**src/rtl/imm_gen_stage.sv**
```systemverilog
`default_nettype none
// ============================================================================
// Module      : imm_gen_stage
// Description : RV32 immediate-generation pipeline stage. Decodes the
//               instruction format from the opcode, builds the sign- or
//               zero-extended immediate and presents it one cycle after
//               acceptance. A two-entry (output + skid) buffer keeps full
//               throughput under downstream backpressure.
// Ports       : clk, rst_n (async active-low), flush (sync discard)
//               in_valid/in_ready/inst_in            - upstream handshake
//               out_valid/out_ready/imm_out/type_out/
//               illegal_out/inst_out                 - downstream entry
// Revision    : 1.0 - initial release
// ============================================================================
module imm_gen_stage #(
  parameter int INST_WIDTH = 32,
  parameter int IMM_WIDTH  = 32,
  parameter int ENABLE_CSR = 1
) (
  input  logic                  clk,
  input  logic                  rst_n,
  input  logic                  flush,
  input  logic                  in_valid,
  output logic                  in_ready,
  input  logic [INST_WIDTH-1:0] inst_in,
  output logic                  out_valid,
  input  logic                  out_ready,
  output logic [IMM_WIDTH-1:0]  imm_out,
  output logic [2:0]            type_out,
  output logic                  illegal_out,
  output logic [INST_WIDTH-1:0] inst_out
);

  // Opcodes
  localparam logic [6:0] OP_R      = 7'b0110011;
  localparam logic [6:0] OP_IMM    = 7'b0010011;
  localparam logic [6:0] OP_JALR   = 7'b1100111;
  localparam logic [6:0] OP_LOAD   = 7'b0000011;
  localparam logic [6:0] OP_FENCE  = 7'b0001111;
  localparam logic [6:0] OP_AUIPC  = 7'b0010111;
  localparam logic [6:0] OP_LUI    = 7'b0110111;
  localparam logic [6:0] OP_JAL    = 7'b1101111;
  localparam logic [6:0] OP_BRANCH = 7'b1100011;
  localparam logic [6:0] OP_STORE  = 7'b0100011;
  localparam logic [6:0] OP_SYSTEM = 7'b1110011;

  // Format codes on type_out
  localparam logic [2:0] TYPE_R   = 3'd0;
  localparam logic [2:0] TYPE_I   = 3'd1;
  localparam logic [2:0] TYPE_U   = 3'd2;
  localparam logic [2:0] TYPE_UJ  = 3'd3;
  localparam logic [2:0] TYPE_SB  = 3'd4;
  localparam logic [2:0] TYPE_S   = 3'd5;
  localparam logic [2:0] TYPE_CSR = 3'd6;

  // --------------------------------------------------------------------------
  // Combinational decode of the incoming instruction
  // --------------------------------------------------------------------------
  logic [31:0]          dec_imm32;
  logic [IMM_WIDTH-1:0] dec_imm;
  logic [2:0]           dec_type;
  logic                 dec_illegal;

  always_comb begin
    dec_imm32   = '0;
    dec_type    = TYPE_R;
    dec_illegal = 1'b0;
    case (inst_in[6:0])
      OP_R: begin
        dec_type = TYPE_R;
      end
      OP_IMM, OP_JALR, OP_LOAD, OP_FENCE: begin
        dec_type  = TYPE_I;
        dec_imm32 = {{20{inst_in[31]}}, inst_in[31:20]};
      end
      OP_AUIPC, OP_LUI: begin
        dec_type  = TYPE_U;
        dec_imm32 = {inst_in[31:12], 12'b0};
      end
      OP_JAL: begin
        dec_type  = TYPE_UJ;
        dec_imm32 = {{12{inst_in[31]}}, inst_in[19:12], inst_in[20],
                     inst_in[30:21], 1'b0};
      end
      OP_BRANCH: begin
        dec_type  = TYPE_SB;
        dec_imm32 = {{20{inst_in[31]}}, inst_in[7], inst_in[30:25],
                     inst_in[11:8], 1'b0};
      end
      OP_STORE: begin
        dec_type  = TYPE_S;
        dec_imm32 = {{20{inst_in[31]}}, inst_in[31:25], inst_in[11:7]};
      end
      OP_SYSTEM: begin
        // funct3[2] selects the immediate (zimm) CSR variants
        if ((ENABLE_CSR != 0) && inst_in[14]) begin
          dec_type  = TYPE_CSR;
          dec_imm32 = {27'b0, inst_in[19:15]};
        end else begin
          dec_type  = TYPE_I;
          dec_imm32 = {{20{inst_in[31]}}, inst_in[31:20]};
        end
      end
      default: begin
        dec_illegal = 1'b1;
      end
    endcase
  end

  // Bit 31 of the 32-bit result already carries the right extension bit
  // (zimm has it cleared), so widening is a plain sign replication.
  generate
    if (IMM_WIDTH > 32) begin : g_imm_ext_wide
      assign dec_imm = {{(IMM_WIDTH-32){dec_imm32[31]}}, dec_imm32};
    end else begin : g_imm_ext_exact
      assign dec_imm = dec_imm32;
    end
  endgenerate

  // --------------------------------------------------------------------------
  // Output register + skid register
  // --------------------------------------------------------------------------
  logic                  out_valid_q,   out_valid_d;
  logic [IMM_WIDTH-1:0]  out_imm_q,     out_imm_d;
  logic [2:0]            out_type_q,    out_type_d;
  logic                  out_illegal_q, out_illegal_d;
  logic [INST_WIDTH-1:0] out_inst_q,    out_inst_d;

  logic                  skid_valid_q,   skid_valid_d;
  logic [IMM_WIDTH-1:0]  skid_imm_q,     skid_imm_d;
  logic [2:0]            skid_type_q,    skid_type_d;
  logic                  skid_illegal_q, skid_illegal_d;
  logic [INST_WIDTH-1:0] skid_inst_q,    skid_inst_d;

  logic in_xfer;

  // in_ready depends only on registered state, so out_ready never reaches it
  assign in_ready = ~skid_valid_q;
  assign in_xfer  = in_valid & in_ready;

  always_comb begin
    out_valid_d    = out_valid_q;
    out_imm_d      = out_imm_q;
    out_type_d     = out_type_q;
    out_illegal_d  = out_illegal_q;
    out_inst_d     = out_inst_q;
    skid_valid_d   = skid_valid_q;
    skid_imm_d     = skid_imm_q;
    skid_type_d    = skid_type_q;
    skid_illegal_d = skid_illegal_q;
    skid_inst_d    = skid_inst_q;

    if (flush) begin
      // Data fields are left stale; only the valid bits matter
      out_valid_d  = 1'b0;
      skid_valid_d = 1'b0;
    end else if (!out_valid_q || out_ready) begin
      // Output slot is free this cycle: oldest entry (skid) goes first.
      // in_ready is low whenever the skid is full, so no input can be lost.
      if (skid_valid_q) begin
        out_valid_d   = 1'b1;
        out_imm_d     = skid_imm_q;
        out_type_d    = skid_type_q;
        out_illegal_d = skid_illegal_q;
        out_inst_d    = skid_inst_q;
        skid_valid_d  = 1'b0;
      end else if (in_xfer) begin
        out_valid_d   = 1'b1;
        out_imm_d     = dec_imm;
        out_type_d    = dec_type;
        out_illegal_d = dec_illegal;
        out_inst_d    = inst_in;
      end else begin
        out_valid_d   = 1'b0;
      end
    end else if (in_xfer) begin
      // Output stalled: park the new entry in the skid register
      skid_valid_d   = 1'b1;
      skid_imm_d     = dec_imm;
      skid_type_d    = dec_type;
      skid_illegal_d = dec_illegal;
      skid_inst_d    = inst_in;
    end
  end

  always_ff @(posedge clk or negedge rst_n) begin
    if (!rst_n) begin
      out_valid_q    <= 1'b0;
      out_imm_q      <= '0;
      out_type_q     <= '0;
      out_illegal_q  <= 1'b0;
      out_inst_q     <= '0;
      skid_valid_q   <= 1'b0;
      skid_imm_q     <= '0;
      skid_type_q    <= '0;
      skid_illegal_q <= 1'b0;
      skid_inst_q    <= '0;
    end else begin
      out_valid_q    <= out_valid_d;
      out_imm_q      <= out_imm_d;
      out_type_q     <= out_type_d;
      out_illegal_q  <= out_illegal_d;
      out_inst_q     <= out_inst_d;
      skid_valid_q   <= skid_valid_d;
      skid_imm_q     <= skid_imm_d;
      skid_type_q    <= skid_type_d;
      skid_illegal_q <= skid_illegal_d;
      skid_inst_q    <= skid_inst_d;
    end
  end

  assign out_valid   = out_valid_q;
  assign imm_out     = out_imm_q;
  assign type_out    = out_type_q;
  assign illegal_out = out_illegal_q;
  assign inst_out    = out_inst_q;

endmodule
`default_nettype wire
```
**config.mk**
```make
export PLATFORM = sky130hd
export DESIGN_NAME = imm_gen_stage
export DESIGN_NICKNAME = d
export VERILOG_FILES = /design/src/rtl/imm_gen_stage.sv
export SDC_FILE = /design/constraint.sdc
export NUM_CORES = 1
export LEC_CHECK = 0
export CAP_MARGIN = 20
export CORE_MARGIN = 3
export CORE_UTILIZATION = 46
export CTS_BUF_LIST = sky130_fd_sc_hd__clkbuf_16
export DETAILED_ROUTE_END_ITERATION = 8
export PLACE_DENSITY = 0.71
export SETUP_SLACK_MARGIN = 0.5
export SYNTH_ARGS = -nofsm -noshare
export SYNTH_HDL_FRONTEND = slang
export SYNTH_SLANG_ARGS = --single-unit
```
**constraint.sdc**
```tcl
create_clock -name clk -period 2.1 [get_ports clk]
set_input_delay 0.525 -clock clk [delete_from_list [all_inputs] [get_ports clk]]
set_output_delay 0.525 -clock clk [all_outputs]
set_load 0.05 [all_outputs]
```
Yosys cells after proc, flatten, opt, wreduce, memory -nomap -nowiden
Index checks and enable logic that the tools add are counted.
{ "op_classes": {"n_reduce_logical": 10, "bitwise": 4, "order_cmp": 0, "n_mux": 20, "shift": 0, "n_mul": 0, "n_div": 0, "addsub": 0, "n_eq_ne": 11} }
{ "ops": {"columns": ["op", "count"], "rows": [
  ["$pmux 32 s6", 1],
  ["$mux 32", 5],
  ["$eq 7x7->1 const B", 4],
  ["$eq 7x6->1 const B", 3],
  ["$pmux 3 s6", 1],
  ["$eq 7x5->1 const B", 2],
  ["$reduce_or 11->1", 1],
  ["$mux 1", 10],
  ["$mux 3", 3],
  ["$eq 7x2->1 const B", 1],
  ["$eq 7x4->1 const B", 1],
  ["$reduce_and 3->1", 2],
  ["$reduce_bool 2->1", 2],
  ["$reduce_or 4->1", 1],
  ["$not 1->1", 3],
  ["$reduce_bool 3->1", 1],
  ["$reduce_or 2->1", 1],
  ["$and 1x1->1", 1],
  ["$logic_not 1->1", 1],
  ["$logic_or 1x1->1", 1]
]} }
{ "word_totals": {"romBits": 0, "in_bits": 37, "regBits": 138, "latch_bits": 0, "out_inout_bits": 70, "n_memories": 0, "ramBits": 0, "word_cells": 55} }

Depth between registers and ports, before layout
{ "depth": {"ltp_word": 6, "depth_mapped": 7, "ltp_nobuf": 5} }

Worst setup path before layout
OpenSTA, ideal clock, no wires.
{ "synth_timing": {"path_type": "reg-to-reg", "from": "reg out_valid_q, in the netlist out_valid", "to": "reg out_imm_q[10], in the netlist imm_out[10]", "synth_period_minus_slack_ns": 1.954, "setup_time_ns": 0.127, "path_buffers": 2, "arrival_ns": 1.827, "path_stages_with_launch": 7, "t_required_ns": 1.973, "setup_slack_ns": 0.146, "path_cell_list": "dfrtp_1 nor2b_1 or3_1 clkbuf_1 clkbuf_1 a221oi_1 nor2_1"} }
{ "synth_between": {"elab_chain_len": 3} }
{ "synth_rtl": {"columns": ["element", "line", "rtl"], "rows": [
  ["start: declaration", "123", "logic out_valid_q, out_valid_d;"],
  ["start signal: assignment", "199", "out_valid_q <= out_valid_d;"],
  ["$logic_not 1->1", "157", "end else if (!out_valid_q || out_ready) begin"],
  ["$logic_or 1x1->1", "157", null],
  ["$reduce_and 3->1 (no source line)", null, null],
  ["end signal: assignment", "200", "out_imm_q <= out_imm_d;"],
  ["end: declaration", "124", "logic [IMM_WIDTH-1:0] out_imm_q, out_imm_d;"]
]} }
Every way passes these cells.
A chain may end at the register's enable or synchronous reset.

Final worst setup path
{ "layout_timing": {"from": "in inst_in[6]", "to": "reg out_imm_q[20], in the netlist imm_out[20]"} }
{ "layout_between": {"elab_chain_len": 5, "word_cells_on_any_way": 15, "cone_classes": "10 x eq/ne; 3 x mux; 2 x reduce/logical"} }
{ "layout_rtl": {"columns": ["element", "line", "rtl"], "rows": [
  ["start: declaration", "25", "input logic [INST_WIDTH-1:0] inst_in,"],
  ["$eq 7x5->1 (tied with other cells)", "68", "case (inst_in[6:0])"],
  ["$reduce_or 4->1 or $reduce_or 2->1 (tied branches)", null, null],
  ["$pmux 32 s6 (*)", "68", null],
  ["$mux 32 (*)", "167", "end else if (in_xfer) begin"],
  ["$mux 32 (*)", "160", "if (skid_valid_q) begin"]
]} }
Mark *: on every way between the ends. The rest lies on a longest branch, timed or not. The select of a mux whose other input is x is not followed.

==> out/results.ini <==
[run_status]
status = complete, no violations

[cts]
holdBufCountCts = 0
clock-root-buffer = clkbuf_16
numClockSinks = 138
cts_made_buffers = 17
path_clk_slew_ns = 0.06
htreeDepth = 4
clk_path_buf_depth = 2
cts_tree = yes
clkLatencyLatePin_ns = 0.41

[grt]
antenna_found_initial = 0
grt_max_degree = 67
overflow = 0
grt_pass1_wl_um = 30420
track_usage_pct = 25.69
grt_pass1_vias = 5815

[synthesis]
synthArstFlopShare_pct = 100.0
seq_area_frac_synth_pct = 54.22
synth-edff-count = 0
synthesis.nets = 732
synth_fa_ha_area_share_pct = 0
synthMuxAreaShare_pct = 4.086
synth_seq_cells = 138
yosys_warnings = 0
synth_area_um2 = 6369
synth_top_family_by_area = simple AND/OR/NAND/NOR gates
yosys-top-cells-area = dfrtp_1 54%, nand2_1 11%, o21ai_0 5.8%
synth.most_common_cell = nand2_1
synth_xor_xnor_area_share_pct = 0
synth_area_leader_cell = dfrtp_1
ys_top_cells_by_count = 182 x nand2_1, 138 x dfrtp_1, 74 x o21ai_0
yosysUniqueCellTypes = 45
synth_flop_cell = dfrtp_1
synth_compound_area_share_pct = 18.80
synth_area_per_cell_um2 = 9.163
synth_top_cell_area_share_pct = 54.22
synth-simple-area-share_pct = 19.39
synth_cells = 695

[worst_setup_path]
timing.rr.end = imm_out[26]$_DFFE_PN0P_
arrival_ns = 2.01
r2r-start = skid_valid_q$_DFFE_PN0P_
critPathKind = in2reg
r2r_setup_slack_ns = 0.42
start_kind = primary input
cp_common_cell = buf_12
rr_worst_depth = 6
crit_fanout = 7
startpoint = inst_in[6]
critPathMaxStageDelay_ns = 0.40
cp_data_required_time_ns = 2.41
path_cells = buf_6, or3b_4, o21a_1, o221ai_4, buf_12, buf_12, nor3b_4, o31ai_1
end_kind = flop
crit_slowest_cell = or3b_4

[sta]
finalSetupViolCount = 0
finClkSkew_ns = 0.004908
timing.final.crit_share_pct = 80.98
tightest_slew_ns = 0.5865
final_hold_viol_count = 0
fmax_ghz = 0.5881
fin_crit_ns = 1.701
slew_violations = 0
rsz0062_at_grt = true
timing.hold.ws_ns = 0.08274
max-slew-margin-rel_pct = 60.90

[routing]
vias = 6047
drc = 0
routedWlPerCell_um = 18.71
detail-route-antenna-nets = 0
drtPass1Iterations = 5
routed_via_density = 5.683
drt_iter0_drc = 525
wirelength_um = 19910

[finish]
design_area_um2 = 9351
synthToLayoutAreaGrowth_pct = 46.84
nets = 912
diodes = 0
finalCoreUtilization_pct = 69.79
drive_above_1_share_pct = 32.77

[placed_design]
portBuffers = 106
hpwlAfterDp_um = 12810
post_dp_cell_area_um2 = 8219
place_congestion = 0.9321

[floorplan]
dieArea_um2 = 15290
num_rows = 42
die_w_um = 123.7
die_height_um = 123.7
coreArea_um2 = 13400
pin_count = 107
start_util_pct = 47.53

[pwr]
p_leak_uw = 0.004282
powerDensity_nw_per_um2 = 877.3
irDropWorstVdd_uv = 557.7

[flow_run]
cap_violations = 0

[hold_path]
hp-class = in2async

flip-flops by register name, summed over array words and instances (netlist names):
| signal | flops |
|---|---|
| imm_out | 32 |
| out_valid | 1 |
| skid_illegal_q | 1 |
| skid_type_q | 3 |
| type_out | 3 |
| skid_imm_q | 32 |
| inst_out | 32 |
| illegal_out | 1 |
| skid_inst_q | 32 |
| skid_valid_q | 1 |
cell families (layout without fill, tap and decap cells):
kind of cell | Yosys count | in the layout
compound gates | 196 | 196
mux | 26 | 26
buf+inv | 53 | 246
simple gates | 282 | 282
flops | 138 | 138
stage by stage:
step / TNS [ns] / setup WS (ns) / total power [uW] / instances
floorplan: 0 / 0.2021 / 4509 / 695
global placement: -22.50 / -0.3850 / 5241 / 1010
detailed placement: -23.15 / -0.4156 / 5310 / 1010
CTS: 0 / 0.3986 / 8136 / 1059
global route: 0 / 0.3616 / 8542 / 1064
finish: 0 / 0.3995 / 8204 / 1064
layer usage:
| metal | vias up | wire (um) | global-route usage, % |
|---|---|---|---|
| met5 | - | 0 | 0 |
| met4 | 0 | 334 | 7.820 |
| met3 | 26 | 1040 | 4.223 |
| met2 | 203 | 9655 | 40.59 |
| met1 | 3042 | 8876 | 36.50 |
| li1 | 2776 | - | - |
power breakdown:
group / switching, uW / internal, uW
combinational: 1320 / 694
sequential: 245 / 3090
clock: 1130 / 1720
area by class of cell:
cell class | instances | area (um^2)
inverter | 3 | 15.01
multi-input combinational | 504 | 3103
fill | 1010 | 4049
timing repair buffer | 211 | 1998
clock buffer | 17 | 425.4
sequential | 138 | 3456
tap | 176 | 220.2
clock inverter | 15 | 133.9
critical path, delay by kind of cell:
| kind | cells | cell delay, ns |
|---|---|---|
| AOI/OAI and AO/OA | 3 | 0.63 |
| and+or+nand+nor | 2 | 0.44 |
| buffers and inverters | 3 | 0.41 |
cell usage in the layout, fill, tap and decap left out, drive strengths merged, types with 5 or more instances in the layout:
cell           instances
o31ai                 12
o2bb2ai                5
a31oi                 15
nor2b                 15
buf                  171
a22oi                 10
nand2                182
and3                   6
a21oi                 57
dfrtp                138
o21ai                 77
mux2i                 26
a221oi                 6
nor2                  49
nor3b                 13
clkinv                 9
clkbuf                29
clkdlybuf4s50         23
worst max-delay path by stage:
stage,endpoint,slack [ns]
3_3_place_gp,skid_imm_q[10]$_DFFE_PN0P_,-0.38
2_1_floorplan,imm_out[29]$_DFFE_PN0P_,0.20
5_1_grt,imm_out[20]$_DFFE_PN0P_,0.36
6_report,imm_out[20]$_DFFE_PN0P_,0.40
3_5_place_dp,skid_imm_q[5]$_DFFE_PN0P_,-0.42
4_1_cts,imm_out[25]$_DFFE_PN0P_,0.40
repair_timing:
item | CTS | global route
resized for setup | 280 | 68
buffers inserted | 12 | 3
gates cloned | 5 | 2
setup endpoints to repair | 147 | 106
pin swaps | 20 | 22
endpoints found under the hold margin | 0 | 0
Power figures use the tool's default switching activity.
